### src/rtl/core_intc_pkg.sv
// -----------------------------------------------------------------------------
// core_intc_pkg
//   Shared definitions for the core interrupt controller:
//     - reg_t         : register data word seen on the register port
//     - intc_state_t  : request/service state of the controller
//     - INTC_*        : register offsets decoded from reg_sel
//     - stat_word()   : packs the STAT register read value
// -----------------------------------------------------------------------------
package core_intc_pkg;

  // Wide enough for the largest supported source count (16).
  localparam int REG_W = 16;

  typedef logic [REG_W-1:0] reg_t;

  typedef enum logic [1:0] {
    IDLE    = 2'd0,
    REQ     = 2'd1,
    SERVICE = 2'd2
  } intc_state_t;

  localparam logic [1:0] INTC_PEND = 2'd0;
  localparam logic [1:0] INTC_MASK = 2'd1;
  localparam logic [1:0] INTC_EDGE = 2'd2;
  localparam logic [1:0] INTC_STAT = 2'd3;

  // STAT reads back {in_service, irq_id}, zero-extended.
  function automatic reg_t stat_word(input logic busy, input logic [3:0] id);
    return reg_t'({busy, id});
  endfunction

endpackage

### src/rtl/core_intc_prio.sv
// -----------------------------------------------------------------------------
// core_intc_prio
//   Fixed-priority encoder: the lowest set index of the active vector wins.
//   Purely combinational.
//
// Ports
//   active  in  NSRC  eligible sources (pending & mask)
//   valid   out 1     at least one source is eligible
//   id      out 4     index of the winning source (0 when none)
// -----------------------------------------------------------------------------
module core_intc_prio #(
  parameter int NSRC = 8
) (
  input  logic [NSRC-1:0] active,
  output logic            valid,
  output logic [3:0]      id
);

  // Scan from the top down so the lowest set index is the last one written.
  // NOTE: every output gets a default before the loop; without it the
  // no-source case would leave valid/id unassigned and infer a latch.
  always_comb begin
    valid = 1'b0;
    id    = 4'd0;
    for (int i = NSRC - 1; i >= 0; i--) begin
      if (active[i]) begin
        valid = 1'b1;
        id    = 4'(i);
      end
    end
  end

endmodule

### src/rtl/core_intc.sv
// -----------------------------------------------------------------------------
// core_intc
//   Small interrupt controller for a CPU core. Each raw source is
//   synchronised, captured as either a rising-edge latch or a level, masked,
//   and prioritised (lowest index wins). A three-state sequencer raises irq,
//   hands the winning id to the exception unit on irq_ack and then waits for
//   an end-of-interrupt write before it will request again.
//
// Ports
//   clk         in   1      core clock
//   rst         in   1      asynchronous, active-low reset
//   src         in   NSRC   raw interrupt lines (asynchronous to clk)
//   reg_sel     in   2      register select (PEND/MASK/EDGE/STAT)
//   reg_we      in   1      register write strobe
//   reg_wdata   in   reg_t  register write data
//   reg_rdata   out  reg_t  register read data (combinational on reg_sel)
//   irq         out  1      interrupt request, high while requesting
//   irq_ack     in   1      acknowledge from the exception unit
//   irq_id      out  4      id of the source taken into service
//   in_service  out  1      a source is currently being serviced
//
// Register map
//   PEND  read pending; write 1 clears edge-mode bits (level bits ignore it)
//   MASK  read/write, 1 = source enabled
//   EDGE  read/write, 1 = rising-edge latched, 0 = level
//   STAT  read {in_service, irq_id}; any write is end-of-interrupt
// -----------------------------------------------------------------------------
module core_intc
  import core_intc_pkg::*;
#(
  parameter int NSRC = 8
) (
  input  logic            clk,
  input  logic            rst,
  input  logic [NSRC-1:0] src,
  input  logic [1:0]      reg_sel,
  input  logic            reg_we,
  input  reg_t            reg_wdata,
  output reg_t            reg_rdata,
  output logic            irq,
  input  logic            irq_ack,
  output logic [3:0]      irq_id,
  output logic            in_service
);

  // ---------------------------------------------------------------------------
  // Input synchroniser and edge history
  // ---------------------------------------------------------------------------
  logic [NSRC-1:0] sync_meta;   // first flop, may go metastable
  logic [NSRC-1:0] sync_line;   // synchronised source lines
  logic [NSRC-1:0] sync_prev;   // sync_line one cycle earlier, for edge detect

  // Because sync_prev also resets to 0, a line already high at reset release
  // is still seen as a clean 0->1 transition once it reaches sync_line.
  // NOTE: sequential state is always assigned with <= so every flop samples
  // the pre-edge value of its neighbours; a blocking = here would collapse
  // the two-flop synchroniser into a single stage.
  always_ff @(posedge clk or negedge rst) begin
    if (!rst) begin
      sync_meta <= '0;
      sync_line <= '0;
      sync_prev <= '0;
    end else begin
      sync_meta <= src;
      sync_line <= sync_meta;
      sync_prev <= sync_line;
    end
  end

  logic [NSRC-1:0] rise;
  assign rise = sync_line & ~sync_prev;

  // ---------------------------------------------------------------------------
  // Register write decode
  // ---------------------------------------------------------------------------
  logic wr_pend;
  logic wr_mask;
  logic wr_edge;
  logic eoi;

  assign wr_pend = reg_we && (reg_sel == INTC_PEND);
  assign wr_mask = reg_we && (reg_sel == INTC_MASK);
  assign wr_edge = reg_we && (reg_sel == INTC_EDGE);
  assign eoi     = reg_we && (reg_sel == INTC_STAT);

  // Only the low NSRC bits of write data carry meaning.
  if (NSRC < REG_W) begin : g_unused_wdata
    logic unused_wdata;
    assign unused_wdata = ^reg_wdata[REG_W-1:NSRC];
  end

  // ---------------------------------------------------------------------------
  // Pending / mask / edge-mode state
  // ---------------------------------------------------------------------------
  logic [NSRC-1:0] pend;
  logic [NSRC-1:0] mask;
  logic [NSRC-1:0] edge_mode;
  logic [NSRC-1:0] pend_clr;
  logic [NSRC-1:0] pend_next;

  logic [NSRC-1:0] active;
  logic            prio_valid;
  logic [3:0]      prio_id;
  logic            any_active;

  intc_state_t     state;
  logic            take;        // acknowledge accepted this cycle

  assign active     = pend & mask;
  assign any_active = |active;
  assign take       = (state == REQ) && irq_ack;

  core_intc_prio #(
    .NSRC (NSRC)
  ) u_prio (
    .active (active),
    .valid  (prio_valid),
    .id     (prio_id)
  );

  // Edge bits: hold until cleared by W1C or by being taken into service;
  // a new rising edge in the same cycle overrides either clear.
  // Level bits: simply follow the synchronised line.
  always_comb begin
    pend_clr = '0;
    if (wr_pend) begin
      pend_clr = reg_wdata[NSRC-1:0];
    end
    if (take && prio_valid) begin
      pend_clr = pend_clr | (NSRC'(1) << prio_id);
    end
    pend_next = (edge_mode & ((pend & ~pend_clr) | rise)) |
                (~edge_mode & sync_line);
  end

  always_ff @(posedge clk or negedge rst) begin
    if (!rst) begin
      pend      <= '0;
      mask      <= '0;
      edge_mode <= '0;
    end else begin
      pend <= pend_next;
      if (wr_mask) mask      <= reg_wdata[NSRC-1:0];
      if (wr_edge) edge_mode <= reg_wdata[NSRC-1:0];
    end
  end

  // ---------------------------------------------------------------------------
  // Request / service sequencer
  //   IDLE    -> REQ      any eligible source
  //   REQ     -> SERVICE  irq_ack (id captured even if eligibility just fell)
  //   REQ     -> IDLE     nothing eligible any more and no ack
  //   SERVICE -> IDLE     EOI write
  // irq is registered alongside the state so it is high exactly in REQ.
  // ---------------------------------------------------------------------------
  always_ff @(posedge clk or negedge rst) begin
    if (!rst) begin
      state      <= IDLE;
      irq        <= 1'b0;
      irq_id     <= 4'd0;
      in_service <= 1'b0;
    end else begin
      case (state)
        IDLE: begin
          if (any_active) begin
            state <= REQ;
            irq   <= 1'b1;
          end
        end
        REQ: begin
          if (irq_ack) begin
            state      <= SERVICE;
            irq        <= 1'b0;
            irq_id     <= prio_id;   // 0 when nothing is eligible
            in_service <= 1'b1;
          end else if (!any_active) begin
            state <= IDLE;
            irq   <= 1'b0;
          end
        end
        SERVICE: begin
          if (eoi) begin
            state      <= IDLE;
            in_service <= 1'b0;
          end
        end
        default: begin
          state      <= IDLE;
          irq        <= 1'b0;
          in_service <= 1'b0;
        end
      endcase
    end
  end

  // ---------------------------------------------------------------------------
  // Read mux
  // ---------------------------------------------------------------------------
  always_comb begin
    reg_rdata = '0;
    case (reg_sel)
      INTC_PEND: reg_rdata = reg_t'(pend);
      INTC_MASK: reg_rdata = reg_t'(mask);
      INTC_EDGE: reg_rdata = reg_t'(edge_mode);
      INTC_STAT: reg_rdata = stat_word(in_service, irq_id);
      default:   reg_rdata = '0;
    endcase
  end

endmodule

### config.mk
export PLATFORM = sky130hd
export DESIGN_NAME = core_intc
export DESIGN_NICKNAME = d
export VERILOG_FILES = /design/src/rtl/core_intc_pkg.sv /design/src/rtl/core_intc_prio.sv /design/src/rtl/core_intc.sv
export SDC_FILE = /design/constraint.sdc
export NUM_CORES = 1
export LEC_CHECK = 0
export CORE_MARGIN = 5
export CORE_UTILIZATION = 41
export DETAILED_ROUTE_END_ITERATION = 8
export PLACE_DENSITY = 0.68
export SLEW_MARGIN = 10
export SYNTH_ARGS = -nofsm -noshare
export SYNTH_HDL_FRONTEND = slang
export SYNTH_SLANG_ARGS = --single-unit
### constraint.sdc
create_clock -name clk -period 1.8 [get_ports clk]
set_input_delay 0.18 -clock clk [delete_from_list [all_inputs] [get_ports clk]]
set_output_delay 0.18 -clock clk [all_outputs]
set_load 0.05 [all_outputs]
==> results of run 1 <==
==> how the worst max path moves through the flow <==
stage | from | end | depth (start not counted)
3_5_place_dp | reg_sel[0] | reg_rdata[7] | 6
4_1_cts | reg_sel[0] | reg_rdata[7] | 6
2_1_floorplan | pend[7] | reg_rdata[7] | 2
6_report | reg_sel[1] | reg_rdata[4] | 4
3_3_place_gp | reg_sel[0] | reg_rdata[3] | 6
5_1_grt | reg_sel[1] | reg_rdata[4] | 4
==> placed cells by master, fill, tap and decap left out, drive strengths merged, types with 2 or more instances in the layout <==
cell type | netlist | routed
buf | 11 | 22
o211ai | 2 | 2
nor2 | 3 | 3
mux2i | 4 | 4
clkdlybuf4s50 | 0 | 24
nand3b | 3 | 3
clkbuf | 0 | 6
a21oi | 9 | 9
a22oi | 5 | 5
a21boi | 5 | 5
a22o | 3 | 3
inv | 1 | 3
nand2 | 27 | 27
dfrtp | 55 | 55
mux2 | 17 | 17
a31oi | 6 | 6
conb | 1 | 9
mux4 | 4 | 4
nand3 | 3 | 3
o21ai | 8 | 8
==> synth_stat cells (all sizes together) <==
master / n / area share
nor4b: 1 / 0.0037
nor3b: 1 / 0.0053
nor4: 1 / 0.0027
o32a: 1 / 0.0043
mux4: 4 / 0.038
a31oi: 6 / 0.022
mux2i: 4 / 0.017
conb: 1 / 0.0016
a32o: 1 / 0.0043
a22o: 3 / 0.011
nor2b: 1 / 0.0027
o21ai: 8 / 0.019
nand3: 3 / 0.0064
a41o: 1 / 0.0043
nand2: 27 / 0.043
buf: 11 / 0.034
mux2: 17 / 0.082
o211ai: 2 / 0.012
a21boi: 5 / 0.016
inv: 1 / 0.0016
a21oi: 9 / 0.019
and3b: 1 / 0.0037
dfrtp: 55 / 0.59
nand3b: 3 / 0.011
a21o: 1 / 0.0032
nand4: 1 / 0.0027
and2: 1 / 0.0032
o2111ai: 1 / 0.0037
or3: 1 / 0.0027
o21a: 1 / 0.0032
a22oi: 5 / 0.020
o31ai: 1 / 0.0032
nor2: 3 / 0.0048
==> area by class of cell <==
cell class | instances | area [um^2]
multi-input combinational | 123 | 917
sequential | 55 | 1380
inverter | 1 | 3.75
clock buffer | 6 | 82.6
tap | 72 | 90.1
fill | 511 | 2580
timing repair buffer | 47 | 475
clock inverter | 2 | 17.5
==> metal layers <==
layer / up-vias / track usage
met2: 37 / 0.206
li1: 756 / -
met5: - / 0
met1: 774 / 0.195
met4: 0 / 0.0259
met3: 2 / 0.0327
==> critical path: cells and delay by family <==
kind / cells / cell delay (ns)
buffers and inverters: 3 / 0.85
multiplexers: 1 / 0.51
==> stage by stage <==
step	power, mW	util	setup WS [ns]
after floorplan	2.50	-	0.0524
after global placement	2.94	0.514	0.0388
after detailed placement	2.96	0.514	0.0595
after CTS	3.69	0.534	0.0357
after global routing	3.84	0.535	0.0221
final	3.64	0.535	0.0752
==> power groups by stage <==
stage | logic [mW] | clock network (mW) | registers (mW)
after floorplan | 0.710 | 0 | 1.79
after global placement | 1.28 | 0 | 1.66
after detailed placement | 1.30 | 0 | 1.67
after CTS | 1.30 | 0.744 | 1.64
after global routing | 1.38 | 0.793 | 1.67
final | 1.29 | 0.712 | 1.64
==> state kept, by name, indices dropped and copies added, names as in the netlist, 2 cells and up <==
name	count
sync_prev	8
mask	8
pend	8
edge_mode	8
state	2
sync_meta	8
sync_line	8
irq_id	3
==> cell families after synthesis <==
group	after synthesis
compound gates	45
buf+inv	12
simple gates	44
mux	25
flops	55
other cells	1
==> what timing repair did <==
| item | CTS | global route |
|---|---|---|
| hold buffers | 1 | 0 |
| endpoints found under the setup margin | 0 | 4 |
| hold endpoints to repair | 55 | 0 |
| gates resized for setup | 0 | 5 |
==> metrics.md, run 1 <==
| Metric | Value |
|---|---|
| Run status | `finished, final reports clean` |
| Hold Startpoint | `src[6]` |
| Adder-cell share of the synthesized area | `0` |
| Hold path depth | `1` |
| Worst Path Arrival | `1.54 ns` |
| Switch share | `0.370` |
| Routed wl met3 | `about 240 um` |
| Root Buffer | `clkbuf_8` |
| Total Negative Setup Slacks | `0 ns` |
| Power Dens Cells | `~1200 nW/um^2` |
| Core box area | `roughly 5500 um^2` |
| Net Sw Power | `roughly 1.3 mW` |
| ANT nets after route | `0` |
| Clock Pin Slew Worst Setup and Hold Paths | `about 0.10 ns` |
| Final #Nets | `between 200 and 300` |
| Full die area | `around 7300 um^2` |
| Clock Sinks | `55` |
| First-pass GRT wire length | `7.84 mm` |
| Remaining global-route overflow | `0` |
| Slew HR | `0.668` |
| R2R Path End | `pend[7]` |
| Dpl cells | `297` |
| Vias in the first global route | `roughly 1.6k` |
| Worst setup SP type | `input port` |
| Final Slew Violations | `0` |
| Post-CTS Setup Inserts | `0` |
| M1 WL | `~2.2 mm` |
| Endpoints failing hold | `0` |
| Worst Skew | `approximately 0.014 ns` |
| DP Area | `~2900 um^2` |
| DR top layer | `met4` |
| Port bufs | `34` |
| R2R Path Start | `pend[0]` |
| Drt total wl | `4.63 mm` |
| CTS tree | `built` |
| Fmax | `0.580 GHz` |
| R2R depth | `4` |
| Area of the mapped netlist | `about 2300 um^2` |
| Placer congestion estimate | `0.824` |
| Leak | `roughly 1.3 nW` |
| Crit. End Element | `output pin` |
| Largest net degree at the start of global routing | `56` |
| Design area | `between 2000 and 3000 um^2` |
| Area grow syn2layout | `26.4%` |
| DRC viols | `0` |
| CTS Buf Count | `5` |
| Flops & latches, synth | `between 50 and 60` |
| Compound-cell area share of the yosys netlist | `0.146` |
| Die X | `85.6 um` |
| CP max-delay cell | `mux4_2` |
| Post-synthesis xor/xnor area fraction | `0` |
| Hold slack | `between 0.3 and 0.4 ns` |
| Die Ht | `85.6 um` |
| Share of cells above drive strength 1 | `0.256` |
| Core Rows | `27` |
| RSZ-0062 raised after global routing | `false` |
| Synth unique cells | `39` |
| MaxCap Viol Count | `0` |
| CP required | `1.62 ns` |
| DRT iter0 DRCs | `88` |
| Synth Instances | `182` |
| Clk network pwr share | `0.196` |
| Max Root-Sink Buffers | `2` |
| Crit-path max FO | `6` |
| WS Path Type | `in -> out` |
| N_diodes | `0` |
| Initial antenna violation count | `0` |
| R2R setup slack | `about 0.32 ns` |
| Yosys Warn Count | `0` |
| WL met2 | `2.17 mm` |
| Worst min path class | `in -> reg` |
| Sequential share of the synthesized area | `0.587` |
| CP max stage delay | `0.51 ns` |
| Final Critical Period | `around 1.7 ns` |
| Critical Path, Cell by Cell | `clkdlybuf4s50_1 -> buf_4 -> mux4_2 -> buf_4` |
| Crit path top cell by count | `buf_4` |
| Simple-Gate Fraction of Synth Area | `0.0923` |
| VDD IR max | `between 500 and 600 uV` |
| Largest family of logic cells by synthesized area | `compound AO/OA/AOI/OAI gates` |
| Routed vias | `roughly 1.6k` |
| Reg power frac | `0.450` |
| Clk_lat worst skew | `0.30 ns` |
| GRT Total Usage | `0.134` |
| Cell Count, Final, Fillers Out | `between 300 and 400` |
| Post-DP HPWL | `between 3 and 4 mm` |
| Initial Utilization | `0.423` |
| Pint | `2.30 mW` |
| Synth Area per Inst | `roughly 13 um^2` |
| Drt pass-1 iters | `4` |
| Fin crit share | `0.958` |
| # setup viols final | `0` |
| DR vias/cell | `a little over 5` |
| WL/cell | `approximately 15 um` |
| Post-synthesis mux area share | `0.137` |
| Combinational power share | `0.354` |
| End point of the worst hold path | `sync_meta[6]` |
| Transition time at the pin with the least slew margin | `0.496 ns` |
| Max H-tree Level | `2` |
| Io pins | `52` |
Power figures use the tool's default switching activity.
==> run 2, diff against run 1 <==
Settings changed: CORE_MARGIN 5 to 10.
==> metrics.md, run 2 (synthesis gave the netlist of run 1 again) <==
| Metric | Value |
|---|---|
| Max Root-Sink Buffers | `2` |
| Critical Path, Cell by Cell | `clkdlybuf4s50_1 -> buf_4 -> mux2i_1 -> o21ai_0 -> buf_12` |
| Vias in the first global route | `1755` |
| Slew HR | `0.666` |
| DR vias/cell | `5.23` |
| Worst setup margin | `approximately 0.041 ns` |
| CTS tree | `built` |
| ANT nets after route | `0` |
| Crit-path max FO | `5` |
| # setup viols final | `0` |
| Sequential cell area | `roughly 1400 um^2` |
| Port bufs | `34` |
| Power Dens Cells | `between 1000 and 1500 nW/um^2` |
| Run status | `finished, final reports clean` |
| DRT iter0 DRCs | `88` |
| Final #Nets | `264` |
| Most common cell after layout, fill and taps aside | `dfrtp_1` |
| Final Critical Period | `1.76 ns` |
| Dpl cells | `just under 300` |
| MaxCap Viol Count | `0` |
| Final Slew Violations | `0` |
| Endpoints failing hold | `0` |
| DRC viols | `0` |
| Transition time at the pin with the least slew margin | `0.500 ns` |
| Core box area | `roughly 5500 um^2` |
| Core Rows | `27` |
| RSZ-0062 raised after global routing | `false` |
| Die X | `~96 um` |
| Largest net degree at the start of global routing | `56` |
| Io pins | `52` |
| CP max stage delay | `around 0.57 ns` |
| Remaining global-route overflow | `0` |
| Fin util | `0.535` |
| Drt pass-1 iters | `4` |
| Worst min path class | `in -> reg` |
| Leak | `1.28 nW` |
| # fillers | `520` |
| VDD IR max | `around 520 uV` |
| Placer congestion estimate | `slightly below 0.9` |
| Routed vias | `1606` |
| Crit. End Element | `output pin` |
| Most frequent cells in the layout | `dfrtp_1, nand2_1, clkdlybuf4s50_1` |
| Initial Utilization | `0.423` |
| Drt total wl | `roughly 5.1 mm` |
| Initial antenna violation count | `0` |
| Worst setup SP type | `input port` |
| Clock Sinks | `between 50 and 60` |
| R2R depth | `4` |
| Max H-tree Level | `2` |
| Design Power | `3.60 mW` |
| Multi-input combinational cell area | `between 900 and 1000 um^2` |
| Share of cells above drive strength 1 | `0.247` |
| CTS Buf Count | `5` |
| Worst Skew | `0.00694 ns` |
| CP max-delay cell | `clkdlybuf4s50_1` |
| Total Negative Setup Slacks | `0 ns` |
| WL/cell | `about 17 um` |
| WS Path Type | `in -> out` |
| Worst Path Arrival | `approximately 1.6 ns` |
| GRT Total Usage | `0.117` |
| Pre-CTS WS | `between 0.05 and 0.06 ns` |
| Post-CTS Setup Inserts | `0` |
| Fmax | `between 0.5 and 0.6 GHz` |
| First-pass GRT wire length | `8.46 mm` |
| N_diodes | `0` |
| Post-DP HPWL | `3.84 mm` |
| Area grow syn2layout | `26.3%` |
| Clk_lat worst skew | `0.30 ns` |
| Root Buffer | `clkbuf_8` |
| Hold path depth | `1` |
| Clock Pin Slew Worst Setup and Hold Paths | `0.09 ns` |
| Fin crit share | `0.977` |
| Cell Count, Final, Fillers Out | `between 300 and 400` |
| Full die area | `9140 um^2` |
| CP required | `roughly 1.6 ns` |
| Die Ht | `about 96 um` |
## run 2: worst paths after layout
path,end,slack [ns],startpoint
min in group asynchronous,sync_meta[5],0.40,rst
setup / recovery,reg_rdata[5],0.04,reg_sel[0]
hold / removal,sync_meta[0],0.31,src[0]
max in group asynchronous,mask[0],1.17,rst
hold reg to reg,sync_line[1],0.35,sync_meta[1]
setup reg to reg,pend[7],0.29,pend[2]
## run 2: area by class of cell
| type | instances | share of cell area |
|---|---|---|
| well taps | 72 | 0.0304 |
| inverters | 1 | 0.00127 |
| clock buffers | 7 | 0.0258 |
| clock inverters | 1 | 0.00169 |
| flip-flops and latches | 55 | 0.465 |
| multi-input cells | 123 | 0.309 |
| repair buffers | 48 | 0.167 |
## run 2: timing repair
action	CTS	global route
endpoints found under the hold margin	55	0
hold buffers	1	0
resized for setup	0	2
setup endpoints to repair	0	2
## run 2: critical path, delay by kind of cell
family	cells	cell delay (ns)
compound gates	1	0.36
buf+inv	3	0.96
mux	1	0.07
## run 2: where the power goes
part	switching [mW]	internal (mW)	leakage [nW]
clock	0.370	0.274	0.0422
sequential	0.206	1.44	0.646
combinational	0.770	0.546	0.587
total	1.35	2.26	1.28
## run 2: metrics by stage
stage	area, um^2	hold WS (ns)
2_1_floorplan	2370	-0.116
3_3_place_gp	2870	0.198
3_5_place_dp	2870	0.197
4_1_cts	2960	0.303
5_1_grt	2960	0.299
6_report	2960	0.308
## run 2: routing by layer
layer,vias up,share of wire,track usage
li1,751,-,-
met1,812,0.46,0.152
met2,38,0.48,0.184
met3,5,0.056,0.0346
met4,0,0.0066,0.0319
met5,-,0,0
==> run 3, diff against run 2 <==
Settings changed: SLEW_MARGIN 10 to not set.
==> results of run 3 <==
No change in the layout: final DEF, timing and power equal those of run 2.
